File: config.mk
export PLATFORM = sky130hd
export DESIGN_NAME = mem_wb_stage
export DESIGN_NICKNAME = d
export VERILOG_FILES = /design/src/rtl/mem_wb_stage.sv
export SDC_FILE = /design/constraint.sdc
export NUM_CORES = 1
export LEC_CHECK = 0
export CORE_MARGIN = 3
export CORE_UTILIZATION = 30
export CTS_CLUSTER_DIAMETER = 50
export DETAILED_ROUTE_END_ITERATION = 8
export MAX_ROUTING_LAYER = met4
export PLACE_DENSITY = 0.72
export SETUP_SLACK_MARGIN = 0.2
export SLEW_MARGIN = 20
export SYNTH_ARGS = -nofsm -noshare
export SYNTH_HDL_FRONTEND = slang
export SYNTH_SLANG_ARGS = --single-unit
File: constraint.sdc
create_clock -name clk -period 4.01 [get_ports clk]
set_input_delay 0.401 -clock clk [delete_from_list [all_inputs] [get_ports clk]]
set_output_delay 0.401 -clock clk [all_outputs]
set_load 0.02 [all_outputs]
File: src/rtl/mem_wb_stage.sv
// mem_wb_stage
//   Memory-access stage plus the MEM/WB pipeline register. Drives a
//   variable-latency data-memory request/response port. Holds the upstream
//   pipeline (stall_M) while an access is outstanding. Registers the
//   writeback value, destination and write-enable for the W stage.
//
//   Optional build macro: MEM_TIMEOUT_EN
//     When defined, an access left waiting in REQ/WAIT_RESP for
//     TIMEOUT_CYCLES cycles is aborted and flagged on bus_err_W for one cycle.
//     When undefined, bus_err_W is tied 0 and the FSM waits indefinitely.
//
// Ports
//   clk, reset         rising-edge clock; asynchronous active-high reset
//   RegWrite_M         M-stage instruction writes rd
//   MemWrite_M         store
//   MemRead_M          load (wins over MemWrite_M when both are set)
//   MemToReg_M         writeback selects load data, else ALU result
//   ALUResult_M        ALU result / memory byte address
//   Rd2_M              store data
//   Rd_M               destination register
//   dmem_req           memory request valid (combinational)
//   dmem_we            1 = write, 0 = read
//   dmem_addr          byte address (low ADDR_BITS of ALUResult_M)
//   dmem_wdata         store data
//   dmem_ready         memory accepts the request this cycle
//   dmem_rvalid        read data valid
//   dmem_rdata         read data
//   stall_M            hold M-stage inputs and all upstream stages
//   Result_W           writeback value, also forwarded to EX
//   RegWrite_W         writeback enable
//   Rd_W               writeback register
//   bus_err_W          access timed out (MEM_TIMEOUT_EN only)

module mem_wb_stage #(
    parameter int unsigned ADDR_BITS      = 10,
    parameter int unsigned TIMEOUT_CYCLES = 15
) (
    input  logic                 clk,
    input  logic                 reset,
    input  logic                 RegWrite_M,
    input  logic                 MemWrite_M,
    input  logic                 MemRead_M,
    input  logic                 MemToReg_M,
    input  logic [31:0]          ALUResult_M,
    input  logic [31:0]          Rd2_M,
    input  logic [4:0]           Rd_M,
    output logic                 dmem_req,
    output logic                 dmem_we,
    output logic [ADDR_BITS-1:0] dmem_addr,
    output logic [31:0]          dmem_wdata,
    input  logic                 dmem_ready,
    input  logic                 dmem_rvalid,
    input  logic [31:0]          dmem_rdata,
    output logic                 stall_M,
    output logic [31:0]          Result_W,
    output logic                 RegWrite_W,
    output logic [4:0]           Rd_W,
    output logic                 bus_err_W
);

    typedef enum logic [1:0] {
        IDLE      = 2'd0,
        REQ       = 2'd1,
        WAIT_RESP = 2'd2
    } state_t;

    state_t state, state_next;

    logic mem_op;
    logic accept;
    logic complete;
    logic abort;

    if (TIMEOUT_CYCLES < 1) begin : g_bad_timeout
        $error("mem_wb_stage: TIMEOUT_CYCLES must be at least 1");
    end

    assign mem_op     = MemRead_M | MemWrite_M;
    assign dmem_we    = MemWrite_M & ~MemRead_M;
    assign dmem_addr  = ALUResult_M[ADDR_BITS-1:0];
    assign dmem_wdata = Rd2_M;

    // Request is live when a new access arrives in IDLE or one is being
    // retried in REQ; masked during reset so an abandoned access vanishes
    // immediately.
    assign dmem_req = ~reset & (((state == IDLE) & mem_op) | (state == REQ));

    // ------------------------------------------------------------------
    // Optional timeout
    // ------------------------------------------------------------------
`ifdef MEM_TIMEOUT_EN
    localparam int unsigned CNT_W = $clog2(TIMEOUT_CYCLES + 1);

    logic [CNT_W-1:0] wait_cnt;

    // The cycle that would be the TIMEOUT_CYCLES-th waiting cycle aborts
    // instead of waiting.
    assign abort = (state != IDLE) & ~complete
                 & (wait_cnt == CNT_W'(TIMEOUT_CYCLES - 1));

    always_ff @(posedge clk or posedge reset) begin
        if (reset) begin
            wait_cnt <= '0;
        end else if ((state != IDLE) && !complete && !abort) begin
            wait_cnt <= wait_cnt + 1'b1;
        end else begin
            wait_cnt <= '0;
        end
    end
`else
    assign abort     = 1'b0;
    assign bus_err_W = 1'b0;
`endif

    // ------------------------------------------------------------------
    // FSM
    // ------------------------------------------------------------------
    always_ff @(posedge clk or posedge reset) begin
        if (reset) begin
            state <= IDLE;
        end else begin
            state <= state_next;
        end
    end

    always_comb begin
        state_next = state;
        accept     = 1'b0;
        complete   = 1'b0;
        case (state)
            IDLE, REQ: begin
                if (dmem_req) begin
                    accept = dmem_ready;
                    // Reads only complete on acceptance when data is
                    // returned in the same cycle.
                    complete = dmem_ready & (dmem_we | dmem_rvalid);
                    if (!accept) begin
                        state_next = REQ;
                    end else if (complete) begin
                        state_next = IDLE;
                    end else begin
                        state_next = WAIT_RESP;
                    end
                end
            end
            WAIT_RESP: begin
                complete = dmem_rvalid;
                if (dmem_rvalid) begin
                    state_next = IDLE;
                end
            end
            default: begin
                state_next = IDLE;
            end
        endcase
        if (abort) begin
            state_next = IDLE;
        end
    end

    assign stall_M = ~reset & mem_op & ~complete & ~abort;

    // ------------------------------------------------------------------
    // MEM/WB register
    // ------------------------------------------------------------------
    always_ff @(posedge clk or posedge reset) begin
        if (reset) begin
            Result_W   <= '0;
            RegWrite_W <= 1'b0;
            Rd_W       <= '0;
`ifdef MEM_TIMEOUT_EN
            bus_err_W  <= 1'b0;
`endif
        end else begin
`ifdef MEM_TIMEOUT_EN
            bus_err_W <= abort;
`endif
            if (abort) begin
                RegWrite_W <= 1'b0;
                Result_W   <= '0;
            end else if (stall_M) begin
                // Bubble: destination and value hold so forwarding stays sane.
                RegWrite_W <= 1'b0;
            end else begin
                RegWrite_W <= RegWrite_M;
                Rd_W       <= Rd_M;
                Result_W   <= MemToReg_M ? dmem_rdata : ALUResult_M;
            end
        end
    end

endmodule

## Yosys cells after proc, flatten, opt, wreduce, memory -nomap -nowiden

Cells that the tools add are included.

| operators by class | value |
|---|---|
| bitwise gates (word level) | 12 |
| muxes and demuxes | 9 |
| reduce and logical (&&, ||, !) cells | 3 |
| equal/unequal tests | 4 |

Operator list:

| cell | number |
|---|---|
| 32-bit 2-to-1 mux | 1 |
| 2-bit 2-to-1 mux | 4 |
| 1-bit bitwise AND | 6 |
| 2-bit != test (second input constant) | 2 |
| 2-bit one-hot mux with 2 select lines | 1 |
| 1-bit inverter | 3 |
| 1-bit bitwise OR | 3 |
| 2-bit by 1-bit == test with 1-bit output (second input constant) | 1 |
| 2-bit == test (second input constant) | 1 |
| 2-bit zero test | 1 |
| 1-bit 2-to-1 mux | 2 |
| 1-bit one-hot mux with 2 select lines | 1 |
| 2-bit AND reduction | 1 |
| 2-bit OR reduction | 1 |

| word-level totals | value |
|---|---|
| word-level logic and storage cells | 32 |
| register bits after elaboration | 40 |
| input port bits | 109 |
| output and inout bits | 84 |

## Logic depth before layout (Yosys ltp)

| logic depth | value |
|---|---|
| word-level depth | 9 |
| mapped depth | 6 |
| gate-level depth less buffers | 4 |

## Worst setup path before layout

Ideal clock, no wire load.

| timing path | value |
|---|---|
| path kind | input port to output port |
| start | in MemWrite_M |
| end | out stall_M |
| setup slack | 2.069 ns |
| arrival | 1.540 ns |
| stages | 6 |
| path through | nor2b_1 -> o21ai_0 -> o21ai_2 -> buf_6 -> buf_8 -> inv_1 |

| on the way | value |
|---|---|
| word-level cells in the longest chain between the ends | 8 |
| elaborated cells between the ends (all ways) | 12 |

Ends and longest elaborated chain:

| element | RTL line | text |
|---|---|---|
| start, declared | 41 | `input logic MemWrite_M,` |
| 1-bit bitwise OR | 78 | `assign mem_op = MemRead_M \| MemWrite_M;` |
| 1-bit bitwise AND | 86 | `assign dmem_req = ~reset & (((state == IDLE) & mem_op) \| (state == REQ));` |
| 1-bit bitwise OR | 86 |  |
| 1-bit bitwise AND | 86 |  |
| 1-bit 2-to-1 mux | 132 | `if (dmem_req) begin` |
| 1-bit one-hot mux with 2 select lines | 130 | `case (state)` |
| 1-bit inverter | 161 | `assign stall_M = ~reset & mem_op & ~complete & ~abort;` |
| 1-bit bitwise AND * | 161 |  |
| end, declared | 54 | `output logic stall_M,` |

Every way passes the cells marked *; elsewhere a longest branch is shown, timed or not.

## Final worst setup path

| timing path | value |
|---|---|
| start | in MemRead_M |
| end | out stall_M |

| on the way | value |
|---|---|
| word-level cells in the longest chain between the ends | 8 |
| elaborated cells between the ends (all ways) | 13 |

Ends and longest elaborated chain:

| element | RTL line | text |
|---|---|---|
| start, declared | 42 | `input logic MemRead_M,` |
| 1-bit bitwise OR or 1-bit inverter (tied branches) | 78, 79 |  |
| 1-bit bitwise AND (on tied branches) | 86, 79 |  |
| 1-bit bitwise OR (on tied branches) | 86, 136 |  |
| 1-bit bitwise AND (on tied branches) | 86, 136 |  |
| 1-bit 2-to-1 mux | 132 |  |
| 1-bit one-hot mux with 2 select lines | 130 |  |
| 1-bit inverter | 161 |  |
| 1-bit bitwise AND * | 161 |  |

Marks and branches as above.

==> flow_metrics.tcl <==
set metrics [dict create \
    status "complete, no violations" \
    dp_hpwl_um 4015 \
    ys_seq_area_frac 0.4355 \
    power-per-cell-area_nw_per_um2 353.7 \
    fp.dieH_um 93.53 \
    die_w_um 93.53 \
    tritoncts "done" \
    reg2reg_slack_ns 1.83 \
    drt-total-wl_um 5245 \
    yosysMostFrequentCell "mux2_2" \
    setup_viol 0 \
    grt_overflow 0 \
    slew_headroom 0.6469 \
    r2r_start "state[1]" \
    crit_type "input port to primary output" \
    setup_slack_ns 1.359 \
    num_rows 31 \
    gp_congestion 0.6761 \
    required_ns 3.61 \
    rr_endpoint "Result_W[8]" \
    worstPathMaxFanout 3 \
    start_kind "input port" \
    switchingPower_mw 0.3375 \
    cts_buffer_depth 2 \
    netSwitchingFraction 0.2758 \
    synthFlopType "dfrtp_1" \
    antennaDiodeCount 0 \
    startpoint "MemRead_M" \
    yosysUniqueCellTypes 21 \
    avgRoutedWirePerCell_um 14.37 \
    pre_cts_ws_ns 1.315 \
    ys.warnings.count 0 \
    netlist_top_cells_area "dfrtp_1 (44%), mux2_2 (30%), buf_4 (15%), mux2_4 (5.2%), buf_8 (0.65%)" \
    pwr-share-seq 0.395 \
    grt_pass1_wl_um 8176 \
    drv_slew 0 \
    numCtsBuffers 5 \
    core-area_um2 7331 \
    maxCapViolCount 0 \
    pwr-share-clk 0.272 \
    finClkSkew_ns 0.004478 \
    cts.htree.levels 2 \
    r2r.worst_path.cells 4 \
    crit_end "stall_M" \
    drive_gt1_frac 0.3120 \
    drc 0 \
    die_area_um2 8748 \
    multiInputGateArea_um2 918.4 \
    gr-usage-all-layers 0.1215 \
    avgSynthCellArea_um2 12.84 \
    seqCellArea_um2 1001 \
    drtPass1Iterations 2 \
    power.leakage_nw 1.393 \
    cp-end-kind "primary output" \
    async_flop_share 1.000 \
    n_fill_cell 652 \
    yosysTopAreaCellShare 0.4355 \
    ant_nets 0 \
    combPwrFrac 0.334 \
    min_path_type "input port to asynchronous set/reset pin" \
    max_clock_freq_mhz 377.1 \
    area_growth_syn_to_layout_pct 50.52 \
    hold_viol 0 \
    fin_crit_sh 0.6612 \
    ctsRootBufferMaster "clkbuf_8" \
    path_clk_slew_ns 0.08 \
    grt_max_degree 39 \
    p_int_mw 0.8861 \
    worstPathArrival_ns 2.25 \
    synth_top_cell_by_area "dfrtp_1" \
    rsz0062_at_grt "false" \
    clk_latency_ns 0.29 \
    fin_setup_tns_ns 0 \
    ios 193 \
    finalCriticalPeriod_ns 2.651 \
    synth_common_cells "mux2_2 (61), buf_4 (45), dfrtp_1 (40)" \
    port_buffers 127 \
    cts_num_sinks 40 \
    fin_nets 374 \
    syn_nets 288 \
    antenna_found_initial 0 \
    synth_area_um2 2298 \
    tightest_slew_ns 0.5296 \
    post_cts_buffers 0 \
    initial_core_util 0.3135 \
    first_global_vias 1724 \
    vdd_drop_max_uv 129.7 \
    ys_seq_elements 40 \
    viasPerCell 4.389 \
    cts_hold_buf 0 \
    num_vias 1602 \
    drt_iter0_drc 24 \
    synth_edf_count 0 \
    cts.repair.resized 0 \
    synth_cells 179 \
]
==> cells in the final DEF, fill, tap and decap left out <==
cell / netlist / routed
conb_1: 1 / 1
mux2_2: 61 / 61
buf_4: 45 / 3
o21ai_4: 0 / 1
nor2_1: 2 / 2
clkbuf_8: 0 / 5
dfrtp_1: 40 / 40
nand2_1: 2 / 2
nor2b_1: 2 / 2
inv_1: 2 / 1
clkinvlp_4: 0 / 1
inv_6: 0 / 1
clkdlybuf4s50_1: 0 / 127
nand2b_1: 1 / 1
a211oi_1: 1 / 1
nor3_1: 2 / 2
and2_1: 1 / 1
clkinv_1: 0 / 1
o21ba_2: 1 / 1
bufinv_16: 0 / 1
a21oi_1: 1 / 1
o21ai_0: 1 / 1
or4b_4: 1 / 1
mux2_4: 8 / 8
==> kinds of logic after synthesis <==
| group | count (synthesis) | share of synthesized area |
|---|---|---|
| muxes | 69 | 0.3511 |
| buffers and inverters | 53 | 0.1682 |
| DFF | 40 | 0.4355 |
| and+or+nand+nor | 11 | 0.02777 |
| AOI/OAI and AO/OA | 5 | 0.01578 |
| other | 1 | 0.001632 |
==> worst min-delay path by stage <==
stage,startpoint,to,slack (ns)
floorplan,state[1],state[0],0.46
finish,reset,Rd_W[3],0.51
global placement,state[1],state[0],0.48
global route,reset,Result_W[30],0.52
CTS,reset,Rd_W[2],0.49
detailed placement,state[1],state[0],0.49
==> layout make-up <==
| type | instances | share of cell area |
|---|---|---|
| repair buffers | 130 | 0.3740 |
| flip-flops and latches | 40 | 0.2893 |
| multi-input cells | 86 | 0.2655 |
| well taps | 99 | 0.03580 |
| clock buffers | 5 | 0.01989 |
| clock inverters | 3 | 0.01338 |
| inverters | 2 | 0.002170 |
==> through the flow <==
| stage | hold slack, ns | cells | instance area, um2 | total power, mW | util |
|---|---|---|---|---|---|
| after floorplan | 0.4555 | 179 | 2298 | 0.7419 | - |
| after global placement | 0.4784 | 357 | 3344 | 0.8986 | 0.4562 |
| after detailed placement | 0.4931 | 357 | 3344 | 0.9046 | 0.4562 |
| after CTS | 0.4930 | 365 | 3460 | 1.248 | 0.4719 |
| after global routing | 0.5154 | 365 | 3460 | 1.292 | 0.4719 |
| final | 0.5054 | 365 | 3460 | 1.224 | 0.4719 |
==> sequential cells by signal (all words and copies together) (netlist names) <==
signal and flops:
Rd_W 5, Result_W 32, state 2, RegWrite_W 1
==> critical path, stage by stage <==
cell and delay, ns:
clkdlybuf4s50_1 0.50, nor3_1 0.07, or4b_4 0.51, o21ai_4 0.17
inv_1 0.06, clkdlybuf4s50_1 0.54
==> power by group through the flow <==
| stage | sequential (mW) | clock (mW) | combinational [mW] |
|---|---|---|---|
| floorplan | 0.553 | 0 | 0.189 |
| global placement | 0.490 | 0 | 0.409 |
| detailed placement | 0.491 | 0 | 0.413 |
| CTS | 0.484 | 0.349 | 0.415 |
| global route | 0.492 | 0.365 | 0.436 |
| finish | 0.483 | 0.332 | 0.408 |
==> per-layer routing <==
layer	global-route usage	routed length (um)
met1	0.1346	1940
met4	0.03730	86
met3	0.06114	799
met2	0.1924	2418
met5	-	0
(Power assumes the default switching activity.)
